==> src/rtl/serial_pkg.sv <==
// Shared definitions for the serial TX path (and the future RX path).
package serial_pkg;

    // Line protocol state, shared by transmitter and receiver.
    typedef enum logic [1:0] {
        IDLE  = 2'd0,
        START = 2'd1,
        DATA  = 2'd2,
        STOP  = 2'd3
    } serial_state_t;

    localparam int unsigned FRAME_DATA_BITS = 8;
    localparam int unsigned BIT_IDX_W       = 3;
    localparam int unsigned WORD_W          = 32;

    typedef logic [FRAME_DATA_BITS-1:0] serial_data_t;

    // Clock cycles per line bit, truncated; callers keep the result >= 2.
    function automatic int unsigned calc_div(input int unsigned clock_frequency,
                                             input int unsigned baud_rate);
        return clock_frequency / baud_rate;
    endfunction

    // Bits needed to hold 0..div-1, never less than one.
    function automatic int unsigned calc_count_width(input int unsigned div);
        int unsigned w;
        w = 1;
        while ((64'd1 << w) < 64'(div)) begin
            w = w + 1;
        end
        return w;
    endfunction

endpackage

==> src/rtl/serial_output_baud_counter.sv <==
// Free-running bit-period counter: counts 0..DIV-1 and flags the last cycle.
module baud_counter
    import serial_pkg::*;
#(
    parameter int unsigned DIV = 16
) (
    input  logic clk,
    input  logic rst,
    input  logic restart,
    output logic tick
);

    localparam int unsigned CNT_W = calc_count_width(DIV);
    localparam logic [CNT_W-1:0] LAST = CNT_W'(DIV - 1);

    logic [CNT_W-1:0] count_q;
    logic [CNT_W-1:0] count_d;

    // Advance, wrapping at the end of a bit period or on an explicit restart.
    always_comb begin
        count_d = count_q + CNT_W'(1);
        if (restart || (count_q == LAST)) begin
            count_d = '0;
        end
    end

    // Count register with synchronous reset.
    always_ff @(posedge clk) begin
        if (rst) begin
            count_q <= '0;
        end else begin
            count_q <= count_d;
        end
    end

    assign tick = (count_q == LAST);

endmodule

==> src/rtl/serial_output.sv <==
// RS-232 transmitter: takes words over stb/ack and sends the low byte as 8N1, LSB first.
module serial_output
    import serial_pkg::*;
#(
    parameter int unsigned CLOCK_FREQUENCY = 50000000,
    parameter int unsigned BAUD_RATE       = 115200
) (
    input  logic              clk,
    input  logic              rst,
    input  logic [WORD_W-1:0] input_in,
    input  logic              input_in_stb,
    output logic              input_in_ack,
    output logic              tx,
    output logic              busy
);

    localparam int unsigned DIV = calc_div(CLOCK_FREQUENCY, BAUD_RATE);
    localparam logic [BIT_IDX_W-1:0] LAST_BIT = BIT_IDX_W'(FRAME_DATA_BITS - 1);

    serial_state_t          state_q;
    serial_state_t          state_d;
    logic                   tx_q;
    logic                   tx_d;
    logic                   ack_q;
    logic                   ack_d;
    serial_data_t           shift_q;
    serial_data_t           shift_d;
    logic [BIT_IDX_W-1:0]   bit_idx_q;
    logic [BIT_IDX_W-1:0]   bit_idx_d;

    logic                   bit_done;
    logic                   restart;
    logic                   xfer;
    logic                   unused_upper;

    // Only the low byte goes on the line.
    assign unused_upper = ^input_in[WORD_W-1:FRAME_DATA_BITS];

    // Ack is only ever high in IDLE, so this alone marks a transfer edge.
    assign xfer    = input_in_stb && ack_q;
    assign restart = (state_q == IDLE);

    baud_counter #(
        .DIV (DIV)
    ) u_baud (
        .clk     (clk),
        .rst     (rst),
        .restart (restart),
        .tick    (bit_done)
    );

    // State and datapath registers; reset aborts any frame in flight.
    always_ff @(posedge clk) begin
        if (rst) begin
            state_q   <= IDLE;
            tx_q      <= 1'b1;
            ack_q     <= 1'b0;
            shift_q   <= '0;
            bit_idx_q <= '0;
        end else begin
            state_q   <= state_d;
            tx_q      <= tx_d;
            ack_q     <= ack_d;
            shift_q   <= shift_d;
            bit_idx_q <= bit_idx_d;
        end
    end

    // Frame sequencing: start, eight data bits, stop.
    always_comb begin
        state_d = state_q;
        case (state_q)
            IDLE: begin
                if (xfer) begin
                    state_d = START;
                end
            end
            START: begin
                if (bit_done) begin
                    state_d = DATA;
                end
            end
            DATA: begin
                if (bit_done && (bit_idx_q == LAST_BIT)) begin
                    state_d = STOP;
                end
            end
            STOP: begin
                if (bit_done) begin
                    state_d = IDLE;
                end
            end
            default: begin
                state_d = IDLE;
            end
        endcase
    end

    // Line level, handshake and shifter updates for the next cycle.
    always_comb begin
        tx_d      = tx_q;
        ack_d     = ack_q;
        shift_d   = shift_q;
        bit_idx_d = bit_idx_q;
        case (state_q)
            IDLE: begin
                bit_idx_d = '0;
                if (xfer) begin
                    shift_d = input_in[FRAME_DATA_BITS-1:0];
                    ack_d   = 1'b0;
                    tx_d    = 1'b0;
                end else begin
                    ack_d   = 1'b1;
                    tx_d    = 1'b1;
                end
            end
            START: begin
                if (bit_done) begin
                    tx_d      = shift_q[0];
                    shift_d   = {1'b0, shift_q[FRAME_DATA_BITS-1:1]};
                    bit_idx_d = '0;
                end
            end
            DATA: begin
                if (bit_done) begin
                    if (bit_idx_q == LAST_BIT) begin
                        tx_d = 1'b1;
                    end else begin
                        tx_d      = shift_q[0];
                        shift_d   = {1'b0, shift_q[FRAME_DATA_BITS-1:1]};
                        bit_idx_d = bit_idx_q + BIT_IDX_W'(1);
                    end
                end
            end
            STOP: begin
                if (bit_done) begin
                    ack_d = 1'b1;
                end
            end
            default: begin
                tx_d  = 1'b1;
                ack_d = 1'b0;
            end
        endcase
    end

    assign tx           = tx_q;
    assign input_in_ack = ack_q;
    assign busy         = (state_q != IDLE);

endmodule
==> config.mk <==
export PLATFORM = sky130hd
export DESIGN_NAME = serial_output
export DESIGN_NICKNAME = d
export VERILOG_FILES = /design/src/rtl/serial_pkg.sv /design/src/rtl/serial_output_baud_counter.sv /design/src/rtl/serial_output.sv
export SDC_FILE = /design/constraint.sdc
export NUM_CORES = 1
export LEC_CHECK = 0
export ABC_AREA = 1
export ABC_CLOCK_PERIOD_IN_PS = 3800
export BUFFER_PORTS_ARGS = -buffer_cell sky130_fd_sc_hd__buf_2
export CORE_MARGIN = 1.5
export CORE_UTILIZATION = 40
export DETAILED_ROUTE_END_ITERATION = 8
export PLACE_DENSITY = 0.61
export SLEW_MARGIN = 10
export SYNTH_ARGS = -nofsm -noshare
export SYNTH_HDL_FRONTEND = slang
export SYNTH_HIERARCHICAL = 1
export SYNTH_SLANG_ARGS = --single-unit
export TNS_END_PERCENT = 10
==> constraint.sdc <==
create_clock -name clk -period 3.8 [get_ports clk]
set_input_delay 0.38 -clock clk [delete_from_list [all_inputs] [get_ports clk]]
set_output_delay 0.38 -clock clk [all_outputs]
set_load 0.05 [all_outputs]
# After elaboration in Yosys (flattened, before gate mapping)
# Cells that the tools add are included.
# W data, S select, Z words.
# word_totals
regBits,24
input_bits,35
output_inout_bits,3
word_cells,53
# classes
n_addsub,2
n_eq_ne,11
mux,21
n_reduce_logical,13
# ops
op,count
$mux W8,4
$pmux W8 S3,1
$ne A2 B2 Y1 const B,6
$add A9 B1 Y9 const B,1
$eq A9 B9 Y1 const B,1
$mux W3,3
$pmux W3 S3,1
$mux W2,4
$pmux W2 S4,1
$reduce_and A4 Y1,2
$mux W1,5
$reduce_and A5 Y1,1
$eq A2 B2 Y1 const B,2
$reduce_bool A2 Y1,2
$add A3 B1 Y3 const B,1
$eq A3 B3 Y1 const B,1
$pmux W1 S3,1
$reduce_and A3 Y1,1
$reduce_bool A3 Y1,1
$eq A2 B1 Y1 const B,1
$logic_and A1 B1 Y1,2
$logic_not A2 Y1,1
$pmux W1 S2,1
$reduce_and A2 Y1,1
2 further kinds,2

# Longest topological paths before layout
# logic_depth
word_depth,4
depth_mapped,13
mapped_depth_nobuf,12

# Modules after synthesis
# Netlist, hierarchy kept.
# by_module_without_submodules
module,n_inst,cells_per_inst,area_per_inst_um2,seq_area_each_um2
serial_output,1,141,932.1,300.3
baud_counter,1,64,486.7,180.2

# Least setup slack after synthesis
# OpenSTA, ideal clock, no wires.
# synth_timing
path_kind,register -> register
from,reg u_baud.count_q[0]
to,reg shift_q[0]
setup_time_ps,113
arrival_ps,1418
t_required_ps,3687
path_slack_ps,2269
path_stages_with_launch,12
path_buffers,1
synth_period_minus_slack_ps,1531
path_cell_list,dfxtp_1 ha_1 nand2_1 nor2_1 nand2_2 inv_1 inv_1 o21ai_4 nand3_4 buf_6 nor2_1 nor2_1
# synth_via
elab_chain_cells,3
elab_cells_between_ends,4
classes_between,eq/ne (3); reduce/logical (1)
# synth_rtl
element,line,source
"start, declared",serial_output_baud_counter.sv:16,logic [CNT_W-1:0] count_q;
"start signal, assigned",serial_output_baud_counter.sv:32,count_q <= count_d;
$eq A9 B9 Y1 (*),serial_output_baud_counter.sv:36,assign tick = (count_q == LAST);
via bit_done,serial_output.sv:31,logic bit_done;
$ne A2 B2 Y1 (no line),--,
$reduce_and A5 Y1 (no line) (*),--,
"end signal, assigned",serial_output.sv:64,shift_q <= shift_d;
"end, declared",serial_output.sv:26,serial_data_t shift_q;
# Mark *: on every way through the listed nets, which the timed path passes. The rest lies on a longest branch.
# A chain may end at the register's enable or synchronous reset.

# Worst setup path after layout
# layout_timing
from,reg state_q[1]
to,out busy
# layout_via
elab_chain_cells,1
# layout_rtl
element,line,source
"start, declared",serial_output.sv:20,serial_state_t state_q;
"start signal, assigned",serial_output.sv:61,state_q <= state_d;
$reduce_bool A2 Y1,serial_output.sv:149,assign busy = (state_q != IDLE);
"end, declared",serial_output.sv:14,output logic busy
# Every way passes these cells.

==> results.md <==
- Status: completed
- Uppermost routed layer: met4
- Synthesis warning total: 6
- Die X: 62.6 um
- Final antenna-violating net count: 0
- WHS Path Cells: 2
- Min Tclk post-route: 1.79 ns
- Core ar.: 0.00336 mm^2
- I/O pin count: 38
- Layout cells sized above 1: 17.4%
- Initial antenna violation count: 0
- Post-CTS sizing: 0
- CTS Hold Bufs: 0
- Met2 routed WL: 906 um
- Clk slew on worst S/H paths: 0.13 ns
- RSZ-0062 raised after global routing: false
- Final Hold Vio Count: 0
- M1 wire length: 1290 um
- Pin count of the biggest net entering global routing: 16
- GR Util All Layers: 14.1%
- Finished Layout Cells: 265
- Port buffer count: 13
- DRT iter0 DRCs: 41
- Ant. Diodes: 0
- Longest Clk Path Bufs: 2
- First-pass GRT wire length: 4570 um
- Post-CTS setup repair buffer count: 0
- Tightest Pin Transition: 0.394 ns
- CTS Buf Count: 3
- Setup WS pre-CTS: 2.12 ns
- Overflow left after global routing: 0
- Via count: 1160
- Pwr dens: 756 mW/mm^2
- Die area: 0.00391 mm^2
- Worst skew pair latency: 0.31 ns
- GPL Wtd Cong: 0.765
- Wirelength per Cell: 8.64 um
- Pleak: 0.000697 uW
- Hold WS: 0.294 ns
- Routed wl met3: 71 um
- TritonRoute pass-1 iters: 5
- CTS Root Cell: clkbuf_4
- Post-Syn Area: 0.00142 mm^2
- Setup TNS: 0 ns
- Crit path kind: reg2out
- Mapped Nets: 250
- Max Freq: 560 MHz
- Final-stage net count: 265
- Vias in the first global route: 1100
- Setup violators final: 0
- CTS tree: yes
- Syn Inst Count: 205
- Cell count after placement: 261
- CP Capture Type: primary output
- H-Tree Depth: 1
- Synth Area per Inst: 6.92 um^2
- Max Clock Skew: 0.00490 ns
- Arr. time, crit path: 1.41 ns
- #FFs+latches synth: 24
- Critical Path Fanout Max: 4
- Die H: 62.6 um
- Worst hold path type: in2reg
- Worst EP required: 3.42 ns
- Avg Vias per Cell: 4.38
- Max Cap Viol: 0
- DRC viols: 0
- CP Launch Type: flop
- Peak VDD IR: 0.000276 V
- R2R cell count: 11
- PnR worst setup slack: 2.01 ns
- Routed wire length: 2290 um
- Area Overhead vs Synth: 9.08%
- Netlist cell types: 25
- Headroom to the max-slew limit: 73.7%
- Final period util: 47.0%
- Row count: 21
- Max Slew Vio Count: 0
- Clk sinks: 24
- Post-detail-place hpwl: 1750 um
- Seq/Total Area, Yosys: 33.9%
- Starting Density: 42.2%
## power by group
part	internal, uW	leakage (uW)	switching (uW)
Combinational	224	0.000479	445
Sequential	330	0.000197	38.2
Clock	58.4	0.0000210	74.3
## registers in the layout, summed over array words and instances, names as in the netlist
register	cells
bit_idx_q	3
input_in_ack	1
shift_q	8
state_q	2
tx	1
u_baud/count_q	9
## cells by family (layout without fill, tap and decap cells)
group,count (synthesis),in the layout,synth area share [%]
xor+xnor,2,2,1.23
fa+ha+maj,10,10,8.82
buf+inv,29,43,8.99
flops,24,24,33.9
compound gates,22,22,11.0
simple gates,118,118,36.1
## final timing paths
| kind | from | to | slack (ns) |
|---|---|---|---|
| max | state_q[1] | busy | 2.01 |
| min | rst | input_in_ack | 0.29 |
| max reg2reg | u_baud/count_q[0] | shift_q[5] | 2.12 |
| min reg2reg | tx | tx | 0.47 |
## metal layers
layer,up-vias,global-route usage (%)
met4,0,5.00
li1,663,-
met5,-,0
met1,482,19.5
met2,13,21.9
met3,2,2.70
## layout by cell type (no fill, tap or decap), drive strengths merged
cell    synthesis  final
a21oi           8      8
and2            1      1
buf             2     13
clkbuf          1      4
dfxtp          24     24
ha             10     10
inv            26     26
nand2          63     63
nand3          11     11
nand4           2      2
nor2           41     41
o21ai          12     12
o21bai          2      2
xnor2           1      1
xor2            1      1
## synth_stat cells (all sizes together)
master | n | area share [%]
nand2 | 63 | 18
nor2 | 41 | 12
inv | 26 | 6.9
dfxtp | 24 | 34
o21ai | 12 | 5.0
nand3 | 11 | 4.8
ha | 10 | 8.8
a21oi | 8 | 4.9
buf | 2 | 1.1
nand4 | 2 | 0.88
o21bai | 2 | 1.1
and2 | 1 | 0.44
clkbuf | 1 | 0.97
xnor2 | 1 | 0.62
xor2 | 1 | 0.62
## worst max-delay path, stage by stage (launching register included)
cell     delay [ns]
dfxtp_1        0.40
inv_1          0.11
ha_1           0.27
inv_1          0.07
buf_2          0.25
## area by class of cell
class	instances	area, um^2
clock buffers	4	36.3
repair buffers	13	65.1
inverters	26	97.6
multi-input cells	152	811
fillers	388	1820
flip-flops and latches	24	480
well taps	46	57.6
## metrics by stage
step / utilization (%) / total power, uW / area (um^2)
after floorplan: - / 962 / 1420
after global placement: 44.9 / 1050 / 1510
after detailed placement: 44.9 / 1050 / 1510
after CTS: 46.0 / 1190 / 1550
after global routing: 46.0 / 1340 / 1550
final: 46.0 / 1170 / 1550
No activity file was read; power rests on OpenSTA's default activity.
